--- src/rtl/operand_entry_pkg.sv ---
// Shared types and constants for the operand entry front end.
package operand_entry_pkg;

  // Entry phase, also driven out on the phase port.
  typedef enum logic [1:0] {
    ENTER_A = 2'd0,
    ENTER_B = 2'd1,
    PRESENT = 2'd2
  } phase_e;

  // Board buttons are active-low.
  localparam logic BTN_PRESSED  = 1'b0;
  localparam logic BTN_RELEASED = 1'b1;

  // Bit positions within the buttons bus.
  localparam int unsigned BTN_INC  = 0;
  localparam int unsigned BTN_ADV  = 1;
  localparam int unsigned NUM_BTNS = 2;

  localparam int unsigned PREVIEW_W = 6;

endpackage

--- src/rtl/operand_entry_button_debouncer.sv ---
// Synchronises and debounces one active-low button; emits a one-cycle press pulse.
module button_debouncer
  import operand_entry_pkg::*;
#(
  parameter int unsigned DEBOUNCE_CYCLES = 270000
) (
  input  logic clk,
  input  logic rst_n,
  input  logic btn_raw,
  output logic press_pulse
);

  localparam int unsigned CNT_W = $clog2(DEBOUNCE_CYCLES + 1);
  localparam logic [CNT_W-1:0] CNT_LAST = CNT_W'(DEBOUNCE_CYCLES - 1);

  logic             sync1_q, sync1_d;
  logic             sync2_q, sync2_d;
  logic             stable_q, stable_d;
  logic [CNT_W-1:0] cnt_q, cnt_d;
  logic             pulse_q, pulse_d;

  // Count consecutive disagreeing cycles; flip the stable level once enough have passed.
  always_comb begin
    sync1_d  = btn_raw;
    sync2_d  = sync1_q;
    stable_d = stable_q;
    cnt_d    = '0;
    pulse_d  = 1'b0;
    if (sync2_q != stable_q) begin
      if (cnt_q == CNT_LAST) begin
        stable_d = sync2_q;
        pulse_d  = (sync2_q == BTN_PRESSED);
      end else begin
        cnt_d = cnt_q + CNT_W'(1);
      end
    end
  end

  // Synchroniser, stable level, counter and pulse registers.
  always_ff @(posedge clk or negedge rst_n) begin
    if (!rst_n) begin
      sync1_q  <= BTN_RELEASED;
      sync2_q  <= BTN_RELEASED;
      stable_q <= BTN_RELEASED;
      cnt_q    <= '0;
      pulse_q  <= 1'b0;
    end else begin
      sync1_q  <= sync1_d;
      sync2_q  <= sync2_d;
      stable_q <= stable_d;
      cnt_q    <= cnt_d;
      pulse_q  <= pulse_d;
    end
  end

  assign press_pulse = pulse_q;

endmodule

--- src/rtl/operand_entry.sv ---
// Button-driven entry of two operands, offered downstream with valid/ready.
module operand_entry
  import operand_entry_pkg::*;
#(
  parameter int unsigned WIDTH           = 8,
  parameter int unsigned DEBOUNCE_CYCLES = 270000
) (
  input  logic                 clk,
  input  logic                 rst_n,
  input  logic [NUM_BTNS-1:0]  buttons,
  output logic [WIDTH-1:0]     operand_a,
  output logic [WIDTH-1:0]     operand_b,
  output logic                 operands_valid,
  input  logic                 operands_ready,
  output logic [1:0]           phase,
  output logic [PREVIEW_W-1:0] preview
);

  logic inc_pulse;
  logic adv_pulse;

  phase_e               state_q, state_d;
  logic [WIDTH-1:0]     a_q, a_d;
  logic [WIDTH-1:0]     b_q, b_d;
  logic                 valid_q, valid_d;
  logic [PREVIEW_W-1:0] preview_q, preview_d;

  button_debouncer #(.DEBOUNCE_CYCLES(DEBOUNCE_CYCLES)) u_inc_db (
    .clk         (clk),
    .rst_n       (rst_n),
    .btn_raw     (buttons[BTN_INC]),
    .press_pulse (inc_pulse)
  );

  button_debouncer #(.DEBOUNCE_CYCLES(DEBOUNCE_CYCLES)) u_adv_db (
    .clk         (clk),
    .rst_n       (rst_n),
    .btn_raw     (buttons[BTN_ADV]),
    .press_pulse (adv_pulse)
  );

  // Phase register.
  always_ff @(posedge clk or negedge rst_n) begin
    if (!rst_n) begin
      state_q <= ENTER_A;
    end else begin
      state_q <= state_d;
    end
  end

  // Next phase: a lone advance moves on; the handshake returns to operand A.
  always_comb begin
    state_d = state_q;
    case (state_q)
      ENTER_A: if (adv_pulse && !inc_pulse) state_d = ENTER_B;
      ENTER_B: if (adv_pulse && !inc_pulse) state_d = PRESENT;
      PRESENT: if (operands_ready)          state_d = ENTER_A;
      default:                              state_d = ENTER_A;
    endcase
  end

  // Operand edits and next output values; both pulses together clear the operand.
  always_comb begin
    a_d       = a_q;
    b_d       = b_q;
    valid_d   = 1'b0;
    preview_d = '0;
    case (state_q)
      ENTER_A: begin
        if (inc_pulse && adv_pulse) a_d = '0;
        else if (inc_pulse)         a_d = a_q + WIDTH'(1);
      end
      ENTER_B: begin
        if (inc_pulse && adv_pulse) b_d = '0;
        else if (inc_pulse)         b_d = b_q + WIDTH'(1);
      end
      default: ;
    endcase
    case (state_d)
      ENTER_A: preview_d = a_d[PREVIEW_W-1:0];
      ENTER_B: preview_d = b_d[PREVIEW_W-1:0];
      PRESENT: valid_d   = 1'b1;
      default: ;
    endcase
  end

  // Operand and output registers.
  always_ff @(posedge clk or negedge rst_n) begin
    if (!rst_n) begin
      a_q       <= '0;
      b_q       <= '0;
      valid_q   <= 1'b0;
      preview_q <= '0;
    end else begin
      a_q       <= a_d;
      b_q       <= b_d;
      valid_q   <= valid_d;
      preview_q <= preview_d;
    end
  end

  assign operand_a      = a_q;
  assign operand_b      = b_q;
  assign operands_valid = valid_q;
  assign phase          = state_q;
  assign preview        = preview_q;

endmodule

--- config.mk ---
export PLATFORM = sky130hd
export DESIGN_NAME = operand_entry
export DESIGN_NICKNAME = d
export VERILOG_FILES = /design/src/rtl/operand_entry_pkg.sv /design/src/rtl/operand_entry_button_debouncer.sv /design/src/rtl/operand_entry.sv
export SDC_FILE = /design/constraint.sdc
export NUM_CORES = 1
export LEC_CHECK = 0
export BUFFER_PORTS_ARGS = -buffer_cell sky130_fd_sc_hd__buf_2
export CAP_MARGIN = 20
export CORE_MARGIN = 2
export CORE_UTILIZATION = 60
export DETAILED_ROUTE_END_ITERATION = 7
export PLACE_DENSITY = 0.83
export SLEW_MARGIN = 20
export SYNTH_ARGS = -nofsm -noshare
export SYNTH_HDL_FRONTEND = slang
export SYNTH_HIERARCHICAL = 1
export SYNTH_SLANG_ARGS = --single-unit
--- constraint.sdc ---
create_clock -name clk -period 2.7 [get_ports clk]
set_input_delay 0.135 -clock clk [delete_from_list [all_inputs] [get_ports clk]]
set_output_delay 0.135 -clock clk [all_outputs]
set_load 0.01 [all_outputs]
==> results of run 1 <==
==> cell usage after synthesis (6+ instances only) <==
cell type and count:
dfrtp_1 65, nor2_1 41, nand2_1 18, nand3_1 18, xnor2_1 18, xor2_1 15, nand4_1 13, o21ai_0 13
nor4_1 12, a21oi_1 9, inv_1 9, clkbuf_1 7, nor3_1 7, a22o_1 6, dfstp_2 6, nand2b_1 6
==> layout make-up <==
cell class              instances  area (um2)
clock buffers                  10         138
clock inverters                 6        92.6
fillers                       384        1600
inverters                       9        33.8
multi-input cells             241        1560
flip-flops and latches         71        1780
well taps                      72        90.1
repair buffers                 35         210
==> what timing repair did <==
item / 4_1_cts / 5_1_grt
endpoints found under the hold margin: 29 / 0
hold buffers: 3 / 0
gates resized for setup: 0 / 0
==> logic make-up (layout without fill, tap and decap cells) <==
| logic type | after synthesis | after routing |
|---|---|---|
| AOI/OAI and AO/OA | 48 | 48 |
| buffers and inverters | 20 | 60 |
| DFF | 71 | 71 |
| and+or+nand+nor | 153 | 153 |
| xor gates and xnor gates | 33 | 33 |
| adders and majority gates | 4 | 4 |
| muxes | 3 | 3 |
==> path summary, 6_finish.rpt <==
check / startpoint / end / cells past startpoint
worst max-delay path: u_adv_db/cnt_q[0]$_DFF_PN0_ / u_adv_db/cnt_q[18]$_DFF_PN0_ / 5
min in group asynchronous: rst_n / operand_b[5]$_DFF_PN0_ / 2
worst max register to register: u_adv_db/cnt_q[0]$_DFF_PN0_ / u_adv_db/cnt_q[18]$_DFF_PN0_ / 5
max in group asynchronous: rst_n / u_adv_db/sync1_q$_DFF_PN1_ / 3
worst min-delay path: operands_ready / phase[1]$_DFF_PN0_ / 3
worst min register to register: u_inc_db/sync1_q$_DFF_PN1_ / u_inc_db/sync2_q$_DFF_PN1_ / 0
==> power breakdown <==
part	switching, mW	internal (mW)	leakage [nW]	total, mW
Sequential	0.0109	1.08	0.966	1.09
Clock	0.412	0.549	0.109	0.961
Combinational	0.0388	0.0195	0.614	0.0583
Total	0.461	1.64	1.69	2.11
==> sequential cells by signal, indices dropped and copies added (netlist names) <==
name and cells:
u_inc_db/cnt_q 19, u_inc_db/sync1_q 1, operand_a 8, operand_b 8, preview 6, u_inc_db/stable_q 1
operands_valid 1, u_adv_db/press_pulse 1, u_adv_db/stable_q 1, u_inc_db/press_pulse 1, u_adv_db/sync1_q 1, u_inc_db/sync2_q 1
u_adv_db/cnt_q 19, u_adv_db/sync2_q 1, phase 2
==> metal layers <==
layer / vias up / part of all wire [%] / GRT usage [%]
li1: 1263 / - / -
met1: 1291 / 44 / 30.1
met2: 74 / 49 / 39.3
met3: 20 / 4.5 / 5.09
met4: 0 / 2.8 / 13.6
met5: - / 0 / 0
==> critical path, delay by kind of cell (launching register included) <==
family	cells	cell delay [ps]
DFF	1	420
AOI/OAI and AO/OA	1	220
and+or+nand+nor	3	1190
adders and majority gates	1	230
==> results.md, run 1 <==
* Synth Net Count at 341
* Crit end category: flop
* Final ANT Viol Nets at 0
* Finished layout cell area at 3910 um2
* Post-CTS setup buffers at 0
* Pre-CTS setup slack at 669 ps
* Final worst path period share at 79.1%
* Post-synthesis xor/xnor area fraction at 8.41%
* Total CTS buffers at 9
* Slowest Stage Delay on Critical Path at 510 ps
* Simple-gate area share of the yosys netlist at 24.4%
* PD cells at 539 nW/um2
* Largest net degree at the start of global routing at 42
* Layout cells sized above 1 at 18.0%
* Synth Warn # at 6
* Synth Area per Inst at 10.4 um2
* Utilization after layout at 71.0%
* Outcome: finished, final reports clean
* Hpwl dp at 4.52 mm
* Commonest non-fill, non-tap cell in the layout: dfrtp_1
* Tmin final at 2140 ps
* Worst hold slack at 140 ps
* Number of synthesized flops with an enable pin at 0
* Yosys reg bits at 71
* IO buf count at 29
* P_leak at 1.69 nW
* First-pass GRT wire length at 11.7 mm
* Critical path type: reg -> reg
* Crit path max-delay cell type: or3_1
* Nets at 376
* Max-slew headroom at 54.7%
* Sink Count at 71
* CP arrival at 2400 ps
* Compound-gate portion of the synthesized area at 10.2%
* Req. time, crit path at 2970 ps
* Top cells by area, synth: dfrtp_1, dfstp_2, xnor2_1
* DRT Pass-1 Iters at 4
* Core Rows at 27
* Main combinational cell family by area after synthesis: simple AND/OR/NAND/NOR gates
* Max-slew violation count at 0
* Clock transition at path regs at 80 ps
* Via count at 2,648
* Detailed Route WL at 6.85 mm
* Post-synthesis adder-cell area fraction at 1.46%
* Cell Area, Placed at 3650 um2
* Core area at 5510 um2
* Max Fclk at 468 MHz
* Overall die area at 6350 um2
* Starting density of the core at 62.4%
* Die Ht at 79.7 um
* FFs w/ async S/R, synth at 100%
* Cell Count, Final, Fillers Out at 444
* Pwr Total at 2.11 mW
* Synth Flop Type: dfrtp_1
* Placed cells at 425
* # H-tree levels at 3
* Post-synthesis mux area share at 0.946%
* Synth cell types at 48
* Cell area after synthesis at 3440 um2
* Final WS setup at 565 ps
* Max Cap Viol at 0
* Critical-path maximum fanout at 6
* Worst-margin pin slew at 679 ps
* Final hold vios at 0
* CP Cell Sequence: ha_1, nand3_1, or3_1, or4_1, a21oi_1
* Final setup fails at 0
* Synth area leader: dfrtp_1
* Initial antenna violation count at 0
* Routability cong. at 0.808
* Boundary Pins at 30
* Critical Path Source Type: flop
* Register area share after synthesis at 51.9%
* Fin Clk Skew at 7.88 ps
* Initial DRC Count at 201
* Post-synthesis instance total at 332
* RSZ-0062 raised after global routing: false
* Max VDD drop at 0.293 mV
* Layout overhead on the synthesized area at 13.7%
* Overflow after GRT at 0
* Antenna Cells at 0
* Max Buffers Root-to-Sink at 2
* Type of the worst min-delay path: in -> reg
* Area share of the largest cell type after synthesis at 47.3%
* Most frequent cells in the layout: dfrtp_1, nor2_1, buf_2
* CTS tree: built
* CTS root buf: clkbuf_8
* Clock insertion delay at the later pin of the skew report at 350 ps
* Drt via density at 5.96
* R2R setup slack at 560 ps
* Vias in the first global route at 2,547
* All-Layer GR Usage at 24.2%
* Post-route setup TNS at 0 ps
* Routed wire length per instance at 15.4 um
* Die X at 79.7 um
* Residual DRC at 0
Note: power is estimated with default switching activity, not from simulation.
==> run 2: changes to the inputs <==
CORE_UTILIZATION = 53   (was 60)
PLACE_DENSITY = 0.78   (was 0.83)
clock period = 1.9 ns   (was 2.7 ns; I/O delays follow)
==> results.md, run 2 (same netlist as run 1, synthesis figures left out) <==
* CTS root buf: clkbuf_8
* Sink Count at 71 (unchanged)
* Initial DRC Count at 165 (-18%)
* Vias in the first global route at 2,605 (+2.3%)
* Overall die area at 7150 um2 (+13%)
* R2R setup slack at 60 ps (-500 ps)
* Critical-path maximum fanout at 4 (-2)
* Req. time, crit path at 2180 ps (-790 ps)
* Final hold vios at 0 (unchanged)
* Max Buffers Root-to-Sink at 2 (unchanged)
* Max-slew violation count at 0 (unchanged)
* Initial antenna violation count at 0 (unchanged)
* Antenna Cells at 0 (unchanged)
* Final ANT Viol Nets at 0 (unchanged)
* Hold Path Stages at 3 (unchanged)
* Core Rows at 29 (+7.4%)
* Pwr Total at 2.66 mW (+26%)
* Gate power share at 3.6% (+0.8 points)
* Die X at 84.5 um (+6.1%)
* DRT Pass-1 Iters at 4 (unchanged)
* Clock insertion delay at the later pin of the skew report at 350 ps (about the same)
* WP buf/inv at 0 (unchanged)
* Core area at 6310 um2 (+15%)
* Worst reg2reg startpoint: u_adv_db/cnt_q[0]$_DFF_PN0_
* Cell Count, Final, Fillers Out at 465 (+4.7%)
* All-Layer GR Usage at 20.7% (-3.5 points)
* IO buf count at 29 (unchanged)
* Max Cap Viol at 0 (unchanged)
* Commonest non-fill, non-tap cell in the layout: dfrtp_1
* Drt via density at 5.81 (-2.6%)
* Sw Pwr at 0.629 mW (+36%)
* Tmin final at 1840 ps (-300 ps)
* P_leak at 1.74 nW (+2.9%)
* Crit path max-delay cell type: or3_1
* Nets at 392 (+4.3%)
* Die Ht at 84.5 um (+6.1%)
* Outcome: finished, final reports clean
* Worst r2r dst: u_adv_db/cnt_q[18]$_DFF_PN0_
* First-pass GRT wire length at 12.0 mm (+2.6%)
* Clock transition at path regs at 80 ps (about the same)
* Critical Path Source Type: flop
* R2R depth at 5 (unchanged)
* Boundary Pins at 30 (unchanged)
* Crit end category: flop
* Final setup fails at 0 (unchanged)
* # H-tree levels at 3 (unchanged)
* Detailed Route WL at 6.90 mm (+0.77%)
* Most frequent cells in the layout: dfrtp_1, nor2_1, buf_2
* Internal at 2.03 mW (+24%)
* Starting density of the core at 54.5% (-8.0 points)
* Top flop regs: u_adv_db/cnt_q: 19 flops, u_inc_db/cnt_q: 19 flops
* Layout overhead on the synthesized area at 16.3%
* Hpwl dp at 4.81 mm (+6.5%)
* Placed cells at 443 (+4.2%)
* Worst-margin pin slew at 435 ps (-244 ps)
* Critical path type: reg -> reg
* Register share of total power at 58.0% (+6.4 points)
* Residual DRC at 0 (unchanged)
* Layout cells sized above 1 at 21.9% (+3.9 points)
* Overflow after GRT at 0 (unchanged)
* Routed wire length per instance at 14.8 um (-3.8%)
* Final worst path period share at 96.6% (+18 points)
* Cell family with most CP delay: simple AND/OR/NAND/NOR gates
* Worst hold path startpoint: operands_ready
* CTS tree: built
* Total CTS buffers at 9 (unchanged)
* CP arrival at 2120 ps (-280 ps)
* CP Cell Sequence: ha_2, nand3_1, or3_1, or4_1, a21oi_1
* Max VDD drop at 0.406 mV (+39%)
* Type of the worst min-delay path: in -> reg
* Clock power frac at 38.4% (-7.2 points)
* Routability cong. at 0.870 (+7.6%)
* Hold EP: operands_valid$_DFF_PN0_
* Fin Clk Skew at 8.85 ps (+0.963 ps)
* Net Sw Frac at 23.6% (+1.7 points)
* Slowest Stage Delay on Critical Path at 440 ps (-70 ps)
* Utilization after layout at 63.3% (-7.7 points)
* Via count at 2,700 (+2.0%)
* PD cells at 666 nW/um2 (+24%)
* Largest net degree at the start of global routing at 72 (+71%)
* Max-slew headroom at 70.9% (+16 points)
* Max Fclk at 545 MHz (+16%)
## run 2: cell types whose count changed in the layout (fill, tap and decap cells not counted), moves of 2 or more
| cell | before | now |
|---|---|---|
| ha_1 | 4 | 2 |
| or3_4 | 0 | 2 |
| clkinv_2 | 0 | 3 |
| bufinv_16 | 2 | 0 |
| buf_4 | 2 | 17 |
| ha_2 | 0 | 2 |
## run 2: power groups by stage
stage	Combinational [mW]	Sequential [mW]	Clock, mW
floorplan	0.0355	1.57	0
global placement	0.0836	1.57	0
detailed placement	0.0849	1.57	0
CTS	0.0902	1.54	1.05
global route	0.111	1.55	1.11
finish	0.0963	1.54	1.02
## run 2: stage by stage
step	TNS [ps]	setup slack, ps	instance area (um2)	hold slack [ps]
2_1_floorplan	0	83.7	3440	-201
3_3_place_gp	0	146	3770	147
3_5_place_dp	0	43.2	3770	152
4_1_cts	0	37.8	3960	85.5
5_1_grt	-31.9	-28.0	4000	108
6_report	0	64.6	4000	93.2
## run 2: how the worst max path moves through the flow
stage | slack [ps] | cells after the start | from | end
floorplan | 80 | 5 | u_adv_db/cnt_q[0]$_DFF_PN0_ | u_adv_db/cnt_q[18]$_DFF_PN0_
global placement | 150 | 4 | u_adv_db/cnt_q[10]$_DFF_PN0_ | u_adv_db/stable_q$_DFFE_PN1P_
detailed placement | 40 | 5 | u_adv_db/cnt_q[0]$_DFF_PN0_ | u_adv_db/cnt_q[18]$_DFF_PN0_
CTS | 40 | 5 | u_adv_db/cnt_q[0]$_DFF_PN0_ | u_adv_db/cnt_q[18]$_DFF_PN0_
global route | -30 | 5 | u_adv_db/cnt_q[0]$_DFF_PN0_ | u_adv_db/cnt_q[18]$_DFF_PN0_
finish | 60 | 5 | u_adv_db/cnt_q[0]$_DFF_PN0_ | u_adv_db/cnt_q[18]$_DFF_PN0_
## run 2: timing repair
| action | 4_1_cts | 5_1_grt |
|---|---|---|
| hold buffers | 3 | 0 |
| setup buffers | 0 | 3 |
| endpoints found under the hold margin | 67 | 0 |
| setup endpoints to repair | 0 | 4 |
| gates resized for setup | 0 | 4 |
## run 2: final cells by class
type / count / area [um2]
clock inverters: 6 / 37.5
well taps: 77 / 96.3
fillers: 503 / 2320
clock buffers: 10 / 128
flip-flops and latches: 71 / 1780
inverters: 9 / 33.8
repair buffers: 51 / 343
multi-input cells: 241 / 1580
## run 2: tightest hold or removal path, delay by kind of cell
family	cells	cell delay, ps
buf+inv	1	80
simple gates	1	40
compound gates	1	180
## run 2: layer usage
| layer | GRT usage [%] | vias to the layer above | part of all wire, % |
|---|---|---|---|
| li1 | - | 1298 | - |
| met1 | 26.7 | 1317 | 45 |
| met2 | 33.1 | 76 | 48 |
| met3 | 5.60 | 9 | 4.7 |
| met4 | 8.80 | 0 | 2.0 |
| met5 | 0 | - | 0 |
==> run 3: changes to the inputs <==
ABC_AREA = 1   (was default)
CORE_UTILIZATION = 25   (was 53)
HOLD_SLACK_MARGIN = 0.06   (was default)
PLACE_DENSITY = 0.44   (was 0.78)
==> results.md, run 3 <==
* Outcome: finished, final reports clean
* FFs w/ async S/R, synth at 100% (unchanged)
* First-pass GRT wire length at 14.4 mm (+21%)
* Final ANT Viol Nets at 0 (unchanged)
* Initial antenna violation count at 0 (unchanged)
* Commonest non-fill, non-tap cell in the layout: nand2_1
* Cell Area, Placed at 4040 um2 (+7.1%)
* Synth cell types at 27 (-44%)
* Core Rows at 44 (+52%)
* Detailed Route WL at 8.04 mm (+16%)
* Post-synthesis instance total at 460 (+39%)
* Overall die area at 15,500 um2 (+120%)
* Max-slew violation count at 0 (unchanged)
* Finished layout cell area at 4370 um2 (+9.3%)
* # H-tree levels at 3 (unchanged)
* Fill count at 1,523 (+200%)
* Cell Count, Final, Fillers Out at 695 (+49%)
* Cell area after synthesis at 3630 um2 (+5.7%)
* Final setup fails at 0 (unchanged)
* Residual DRC at 0 (unchanged)
* Final worst path period share at 80.7% (-16 points)
* Max Buffers Root-to-Sink at 2 (unchanged)
* Synth area leader: dfrtp_1
* Metal-1 WL at 3.82 mm (+23%)
* Fin Clk Skew at 10.0 ps (+1.20 ps)
* Antenna Cells at 0 (unchanged)
* R2R depth at 6 (+1)
* Routed wire length per instance at 11.6 um (-22%)
* Routed wire length on met3 at 354 um (+8.6%)
* Clock transition at path regs at 60 ps (-20 ps)
* Die X at 125 um (+47%)
* Initial DRC Count at 170 (+3.0%)
* Synth Net Count at 469 (+38%)
* All-Layer GR Usage at 11.6% (-9.1 points)
* Top-count cell post-synth: nand2_1
* Final hold vios at 0 (unchanged)
* Crit end category: flop
* Worst reg2reg startpoint: phase[0]$_DFF_PN0_
* RSZ-0062 raised after global routing: false
* P_leak at 2.03 nW (+17%)
* Register area share after synthesis at 49.1% (-2.8 points)
* Max Cap Viol at 0 (unchanged)
* Nets at 515 (+31%)
* PD cells at 757 nW/um2 (+14%)
* Critical Path Source Type: flop
* IO buf count at 29 (unchanged)
* Critical-path maximum fanout at 9 (+5)
* Starting density of the core at 25.3% (-29 points)
* CTS tree: built
* DRT Pass-1 Iters at 4 (unchanged)
* Drt via density at 4.20 (-28%)
* Max Fclk at 652 MHz (+20%)
* Worst-margin pin slew at 506 ps (+71.0 ps)
* Launch point of the worst path: phase[0]$_DFF_PN0_
* Core area at 14,400 um2 (+130%)
* Worst r2r dst: preview[5]$_DFF_PN0_
* Synth Flop Type: dfrtp_1
* Max VDD drop at 0.465 mV (+14%)
* Met2 wire length at 3.70 mm (+11%)
* Critical path type: reg -> reg
* Yosys reg bits at 71 (unchanged)
* Overflow after GRT at 0 (unchanged)
* Number of synthesized flops with an enable pin at 0 (unchanged)
* PostCTS Resize Cnt at 0 (unchanged)
* Max-slew headroom at 66.3% (-4.6 points)
* Top cells by area, synth: dfrtp_1, nand2_1, nor2_1
* Most frequent cells in the layout: nand2_1, nor2_1, dfrtp_1, inv_1, nand3_1
* Placed cells at 675 (+52%)
* Largest net degree at the start of global routing at 37 (-49%)
* Total CTS buffers at 9 (unchanged)
* Post-route setup TNS at 0 ps (unchanged)
* Vias in the first global route at 2,976 (+14%)
* Layout cells sized above 1 at 15.9% (-6.1 points)
* CTS root buf: clkbuf_16
* Sink Count at 71 (unchanged)
* Worst hold slack at 275 ps (+182 ps)
* R2R setup slack at 370 ps (+300 ps)
* Synth Area per Inst at 7.90 um2 (-24%)
* Req. time, crit path at 2120 ps (-60 ps)
* Type of the worst min-delay path: in -> async
* CP arrival at 1760 ps (-360 ps)
* Tmin final at 1530 ps (-301 ps)
* Boundary Pins at 30 (unchanged)
* Clock insertion delay at the later pin of the skew report at 340 ps (about the same)
* Via count at 2,916 (+8.0%)
* Layout overhead on the synthesized area at 20.2%
* Die Ht at 125 um (+47%)
* Synth Warn # at 6 (unchanged)
* Hpwl dp at 5.92 mm (+23%)
* Area share of the largest cell type after synthesis at 44.8% (-2.5 points)
* Top flop regs: u_adv_db/cnt_q: 19 flops, u_inc_db/cnt_q: 19 flops
* Top cells by count, synth: nand2_1, nor2_1, dfrtp_1
* Routability cong. at 0.836 (-3.9%)
* Top sig layer: met4
-- run 3: logic make-up (layout without fill, tap and decap cells) --
kind of cell	Yosys count	in the layout	share of synthesized area [%]
compound gates	19	19	2.86
xor+xnor	19	19	4.58
fa+ha+maj	4	4	1.38
simple gates	285	285	35.2
buf+inv	62	113	6.89
flops	71	71	49.1
-- run 3: metrics by stage --
stage	power, mW	setup WS (ps)	util, %
4_1_cts	3.38	324	30.4
3_5_place_dp	1.66	341	28.1
6_report	3.31	366	30.4
5_1_grt	3.46	130	30.4
3_3_place_gp	1.66	372	28.1
2_1_floorplan	1.60	584	-
-- run 3: report_power, final --
group / total, mW / internal [mW] / leakage, nW / switching [mW]
Sequential: 1.54 / 1.53 / 0.966 / 0.00866
Combinational: 0.0955 / 0.0308 / 0.924 / 0.0647
Clock: 1.67 / 1.05 / 0.140 / 0.622
-- run 3: critical path, stage by stage, from the launching register on --
cell and delay [ps]:
dfrtp_1 490, nor2_1 180, nand2_1 130, nor2_1 300, inv_1 130, nand4_1 140, nand2_1 50
-- run 3: area by class of cell --
class | count | area [um2] | share of cell area, %
inverter | 61 | 239 | 5.47
sequential | 71 | 1780 | 40.8
clock inverter | 3 | 42.5 | 0.974
multi-input combinational | 327 | 1600 | 36.6
timing repair buffer | 36 | 223 | 5.10
clock buffer | 13 | 250 | 5.73
tap | 184 | 230 | 5.27
-- run 3: worst max-delay path by stage --
| stage | endpoint | slack [ps] | cells past startpoint |
|---|---|---|---|
| after floorplan | preview[5]$_DFF_PN0_ | 580 | 7 |
| after CTS | preview[5]$_DFF_PN0_ | 320 | 6 |
| final | preview[5]$_DFF_PN0_ | 370 | 6 |
| after global placement | preview[5]$_DFF_PN0_ | 370 | 6 |
| after detailed placement | preview[5]$_DFF_PN0_ | 340 | 6 |
| after global routing | preview[5]$_DFF_PN0_ | 130 | 6 |
-- run 3: repair_timing --
action                                  4_1_cts  5_1_grt
buffers inserted                              0        0
hold endpoints to repair                     36        0
hold buffers                                  4        0
endpoints found under the setup margin        0        0
-- run 3: per-layer routing --
layer	up-vias	global-route usage, %
met5	-	0
met4	0	5.95
met3	10	2.92
met2	46	17.7
met1	1355	15.2
li1	1505	-
